File: config.mk
export PLATFORM = sky130hd
export DESIGN_NAME = serial_adder
export DESIGN_NICKNAME = d
export VERILOG_FILES = /design/src/rtl/serial_adder.sv
export SDC_FILE = /design/constraint.sdc
export NUM_CORES = 1
export LEC_CHECK = 0
export BUFFER_PORTS_ARGS = -buffer_cell sky130_fd_sc_hd__clkbuf_2
export CAP_MARGIN = 10
export CORE_MARGIN = 5
export CORE_UTILIZATION = 42
export DETAILED_ROUTE_END_ITERATION = 12
export GPL_ROUTABILITY_DRIVEN = 0
export GPL_TIMING_DRIVEN = 0
export SLEW_MARGIN = 20
export SYNTH_ARGS = -nofsm -noshare
export SYNTH_HDL_FRONTEND = slang
export SYNTH_SLANG_ARGS = --single-unit
export TNS_END_PERCENT = 1
File: constraint.sdc
create_clock -name clk -period 3.6 [get_ports clk]
set_input_delay 1.08 -clock clk [delete_from_list [all_inputs] [get_ports clk]]
set_output_delay 1.08 -clock clk [all_outputs]
set_load 0.005 [all_outputs]
File: src/rtl/serial_adder.sv
// Bit-serial adder: one full adder cell fed LSB-first from operand shift
// registers, with a registered carry closing the loop and sum bits shifted
// into a result register. WIDTH+2 cycles per addition including handshake.

// One-bit full adder cell: the combinational core of the serial adder.
module full_adder (
    input  logic a,
    input  logic b,
    input  logic ci,
    output logic s,
    output logic co
);

    assign s  = a ^ b ^ ci;
    assign co = (a & b) | (ci & (a ^ b));

endmodule

module serial_adder #(
    parameter int unsigned WIDTH = 8
) (
    input  logic             clk,
    input  logic             rst,
    input  logic             start,
    input  logic [WIDTH-1:0] a,
    input  logic [WIDTH-1:0] b,
    input  logic             cin,
    output logic             busy,
    output logic             done,
    output logic [WIDTH-1:0] sum,
    output logic             cout
);

    localparam int unsigned CntW = $clog2(WIDTH);

    typedef enum logic [1:0] {
        StIdle,
        StShift,
        StDone
    } state_e;

    state_e            state_q, state_d;
    logic [WIDTH-1:0]  a_sh_q, a_sh_d;
    logic [WIDTH-1:0]  b_sh_q, b_sh_d;
    logic [WIDTH-1:0]  sum_sh_q, sum_sh_d;
    logic              carry_q, carry_d;
    logic [CntW-1:0]   cnt_q, cnt_d;
    logic              s_bit, c_bit;

    full_adder u_fa (
        .a  (a_sh_q[0]),
        .b  (b_sh_q[0]),
        .ci (carry_q),
        .s  (s_bit),
        .co (c_bit)
    );

    // Next-state and datapath update; every register holds unless its state acts on it.
    always_comb begin
        state_d  = state_q;
        a_sh_d   = a_sh_q;
        b_sh_d   = b_sh_q;
        sum_sh_d = sum_sh_q;
        carry_d  = carry_q;
        cnt_d    = cnt_q;
        unique case (state_q)
            StIdle: begin
                if (start) begin
                    a_sh_d   = a;
                    b_sh_d   = b;
                    carry_d  = cin;
                    cnt_d    = '0;
                    sum_sh_d = '0;
                    state_d  = StShift;
                end
            end
            StShift: begin
                sum_sh_d = {s_bit, sum_sh_q[WIDTH-1:1]};
                a_sh_d   = a_sh_q >> 1;
                b_sh_d   = b_sh_q >> 1;
                carry_d  = c_bit;
                cnt_d    = cnt_q + CntW'(1);
                // The last bit is still processed on the transition edge.
                if (cnt_q == CntW'(WIDTH - 1)) begin
                    state_d = StDone;
                end
            end
            StDone: begin
                state_d = StIdle;
            end
            default: begin
                state_d = StIdle;
            end
        endcase
    end

    // State and datapath registers with synchronous reset that discards any operation.
    always_ff @(posedge clk) begin
        if (rst) begin
            state_q  <= StIdle;
            a_sh_q   <= '0;
            b_sh_q   <= '0;
            sum_sh_q <= '0;
            carry_q  <= 1'b0;
            cnt_q    <= '0;
        end else begin
            state_q  <= state_d;
            a_sh_q   <= a_sh_d;
            b_sh_q   <= b_sh_d;
            sum_sh_q <= sum_sh_d;
            carry_q  <= carry_d;
            cnt_q    <= cnt_d;
        end
    end

    // Outputs are pure decodes of registered state and datapath bits.
    always_comb begin
        busy = (state_q == StShift);
        done = (state_q == StDone);
        sum  = sum_sh_q;
        cout = carry_q;
    end

endmodule

After elaboration in Yosys (flattened, before gate mapping)
Index checks and enable logic that the tools add are counted.

storage, ports and cells
  input port bits = 20
  output and inout bits = 11
  flip-flop bits (word level) = 30
  logic and storage cells = 34

cells by class
  bitwise logic cells = 5
  equal/unequal tests = 5
  reductions and logical operators = 4
  mux-type cells = 13
  $add $sub $neg = 1

operator list
  cell                                                  number
  one-hot mux 8 bit (2 select lines)                    3
  two-way mux 8 bit                                     3
  one-hot mux 3 bit (2 select lines)                    1
  two-way mux 2 bit                                     2
  one-hot mux 2 bit (2 select lines)                    1
  AND reduction 2 bit                                   2
  adder 3 x 1 -> 3 bit (second input constant)          1
  equality test 3 bit (second input constant)           1
  two-way mux 3 bit                                     1
  AND 1 bit                                             2
  equality test 2 x 1 -> 1 bit (second input constant)  1
  equality test 2 bit (second input constant)           1
  zero test 2 bit                                       1
  != test 2 x 1 -> 1 bit (second input constant)        1
  != test 2 bit (second input constant)                 1
  one-hot mux 1 bit (2 select lines)                    1
  nonzero test 2 bit                                    1
  bitwise XOR 1 bit                                     2
  two-way mux 1 bit                                     1
  bitwise OR 1 bit                                      1

Logic depth before layout (Yosys ltp)
  depth in word-level cells = 4
  mapped depth = 7
  gate-level depth less buffers = 5

Hierarchy
A second synthesis with hierarchy kept.

unflattened totals
  cell total of the unflattened synthesis = 144
  area total of the unflattened synthesis = 1272.5 sq um

by module, submodules not included
  module        area each (sq um)  sequential area each (sq um)  cells an instance  instances
  serial_adder  1252.5             600.6                         143                1
  full_adder    20.0               0.0                           1                  1

Worst setup path before layout
No wires, ideal clock.

  path type = input to register
  from = input start
  to = register a_sh_q[1]
  arrival = 1.885 ns
  slack = 1.598 ns
  setup time = 0.117 ns
  stages = 5
  path buffers = 2
  data required time = 3.483 ns
  path through = or3b_1 buf_6 buf_12 o221ai_2 nor2_1

between the ends
  cells in the longest elaborated chain, start to end = 2

ends and longest elaborated chain
  element                        RTL line  RTL
  start: declaration             24        input logic start,
  != test 2 bit (no line)        --
  AND reduction 2 bit (no line)  --
  end signal: assignment         108       a_sh_q <= a_sh_d;
  end: declaration               43        logic [WIDTH-1:0] a_sh_q, a_sh_d;

Every way passes these cells.
A chain may end at the register's enable or synchronous reset.

Final worst setup path
  from = register state_q[1]
  to = output busy

between the ends
  cells in the longest elaborated chain, start to end = 1

ends and longest elaborated chain
  element                       RTL line  RTL
  start: declaration            42        state_e state_q, state_d;
  start signal: assignment      100       state_q <= StIdle;
  start signal: assignment      107       state_q <= state_d;
  equality test 2 x 1 -> 1 bit  118       busy = (state_q == StShift);
  end: declaration              28        output logic busy,

Every way passes these cells.

==> summary.md <==
| Metric | Value |
|---|---|
| Status | completed |
| Hold_sp | a_sh_q[0] |
| Hold buffers post-CTS | 0 |
| Diodes inserted | 0 |
| PD cells | 429 nW/um2 |
| Total routed wirelength | 2680 um |
| Longest Clk Path Bufs | 2 |
| Clock sinks | 30 |
| Worst Setup SP | state_q[1] |
| Slowest-stage cell, CP | dfxtp_1 |
| CP Class | reg2out |
| Postcts setup bufs | 0 |
| Endpoints failing hold | 0 |
| Seq/Total Area, Yosys | 0.460 |
| Simple-gate portion of the synthesized area | 0.146 |
| DP Wirelength | 1980 um |
| Final non-filler cell total | 211 |
| Htree depth | 2 |
| Commonest non-fill, non-tap cell in the layout | nor2_1 |
| Crit-path leading delay family | buffers and inverters |
| Mapped Nets | 153 |
| CP endpoint kind | output port |
| Worst Path Arrival | 1520 ps |
| Syn avg cell area | 10.0 um2 |
| Post-synthesis compound-gate area fraction | 0.255 |
| Largest net degree at the start of global routing | 11 |
| Gate Count Post-Synth | 130 |
| Adder-cell area share of the yosys netlist | 0.0345 |
| First-pass GRT wire length | 4830 um |
| Critical Path RT | 2520 ps |
| Share of cells above drive strength 1 | 0.341 |
| Antenna-violating nets left | 0 |
| Clk slew on worst S/H paths | 100 ps |
| DR iter-0 viols | 41 |
| RSZ-0062 raised after global routing | no |
| Most frequent cells in the layout | 36 x nor2_1, 30 x dfxtp_1, 29 x clkbuf_2 |
| Worst rel slew slack | 0.713 |
| Final Critical Period | 2600 ps |
| Seq. cell area | 601 um2 |
| Static Leakage | 0.660 nW |
| Cell row count | 20 |
| CP max FO | 10 |
| Die Ht | 65.8 um |
| Post-Syn Area | 1310 um2 |
| Worst r2r src | state_q[0] |
| Buffers on Ports | 29 |
| Gr ovfl total | 0 |
| F_max | 385 MHz |
| CP startpoint kind | flop |
| Total Neg Setup Slack | 0 ps |
| Remaining DRCs | 0 |
| Post-CTS sizing | 0 |
| Buf/Inv on CP | 4 |
| Pins over their slew limit | 0 |
| Min-Delay Path Class | reg2reg |
| Post-synthesis mux area share | 0.00766 |
| Post-synth cell types | 28 |
| Die Width | 65.8 um |
| Multi-input gate area | 578 um2 |
| # fillers | 296 |
| Flops & latches, synth | 30 |
| CP max stage delay | 390 ps |
| Area Overhead vs Synth | 19.9% |
| Met2 usage | 0.233 |
| Vias in the first global route | 1,064 |
| Maximum capacitance violations | 0 |
| Worst-path cell chain | nand2b_1, buf_4, inv_1, buf_2, clkbuf_2 |
| Synth Warn # | 0 |
| Drt first pass iters | 4 |
| Main combinational cell family by area after synthesis | compound AO/OA/AOI/OAI gates |
| Die area | 4330 um2 |
| Synth top area share | 0.460 |
| Worst Max-Slew Pin Slew | 430 ps |
| Area leader, netlist | dfxtp_1 |
| Core area | 3030 um2 |
| VDD IR max | 224 uV |
| Antenna violations before repair | 0 |
| TritonCTS clock tree | done |
| Tot GR Track Use | 0.148 |
| Via density | 5.07 |
| Initial Util | 0.431 |
| Num CTS Buffers | 5 |
| WL per Instance | 12.7 um |
| Worst-Skew Late Latency | 330 ps |
| Post-synthesis xor/xnor area fraction | 0 |
| Synth top area cells | dfxtp_1 46%, o221ai_2 11%, nor2_1 10%, a22oi_1 5.2%, o221ai_1 2.7% |
| Global routing usage on met3 | 0.0663 |
| Total number of vias | 1,070 |
| Tot Pwr | 0.000673 W |
| Setup-failing EPs final | 0 |
| Final period utilization | 0.722 |
| Ports | 31 |
| Setup Skew | 13.9 ps |
| Inst Count DP | 203 |
| Root buf cell | clkbuf_4 |
| Fin nets | 189 |
| Top Usage Layer GRT | met2 |
| Grt met1 use | 0.176 |
## final timing paths
check / end / slack (ps) / cells after the start
worst max-delay path: busy / 1000 / 5
worst max register to register: a_sh_q[1] / 2160 / 6
worst min register to register: a_sh_q[0] / 490 / 2
worst min-delay path: a_sh_q[0] / 490 / 2
## synth_stat cells
master     count
o21ai_0        2
fa_1           1
dfxtp_1       30
o21bai_1       1
nor2b_1        1
nand2b_1       1
buf_6          3
mux2i_1        1
a2bb2oi_1      1
o21ba_2        1
o221ai_1       4
and2b_2        1
clkbuf_1       3
o221a_2        1
buf_4          1
a22oi_1        9
nor2_1        36
or3b_1         1
ha_1           2
inv_1          6
nand3b_1       2
buf_2          1
o221ai_2      10
buf_12         1
nor3_1         2
clkbuf_8       2
a211oi_1       1
a21oi_1        5
## worst min-delay path, delay by kind of cell (launching register included)
kind,cells,cell delay (ps)
buffers and inverters,1,80
DFF,1,310
AOI/OAI and AO/OA,1,60
## state kept, by name, indices dropped and copies added (netlist names)
register and count:
cnt_q 3, sum 8, a_sh_q 8, b_sh_q 8, state_q 2, cout 1
## cell type report
class	instances	share of cell area
Sequential cell	30	0.383
Multi-Input combinational cell	83	0.369
Timing Repair Buffer	29	0.0927
Buffer	11	0.0671
Clock buffer	7	0.0351
Tap cell	44	0.0351
Inverter	6	0.0144
Clock inverter	1	0.00319
## stage by stage
step                      instance area (um2)  utilization  worst slack, ps  hold WS [ps]
after floorplan                          1310            -             1600           440
after global placement                   1510        0.498             1380           453
after detailed placement                 1510        0.498             1370           470
after CTS                                1570        0.517              993           486
after global routing                     1570        0.517              863           503
final                                    1570        0.517             1000           488
## power breakdown
group | internal (W) | total (W) | switching [W]
Combinational | 0.0000484 | 0.0000990 | 0.0000507
Sequential | 0.000352 | 0.000364 | 0.0000122
Clock | 0.0000945 | 0.000210 | 0.000115
## metal layers
metal / wire length (um) / vias to the layer above
met3: 144 / 5
met2: 1310 / 20
met1: 1190 / 511
li1: - / 534
met4: 33 / 0
met5: 0 / -
## cell families after synthesis
| family | count (synthesis) |
|---|---|
| compound gates | 35 |
| fa+ha+maj | 3 |
| buf+inv | 17 |
| flops | 30 |
| mux | 1 |
| simple gates | 44 |
No activity file was read; power rests on OpenSTA's default activity.
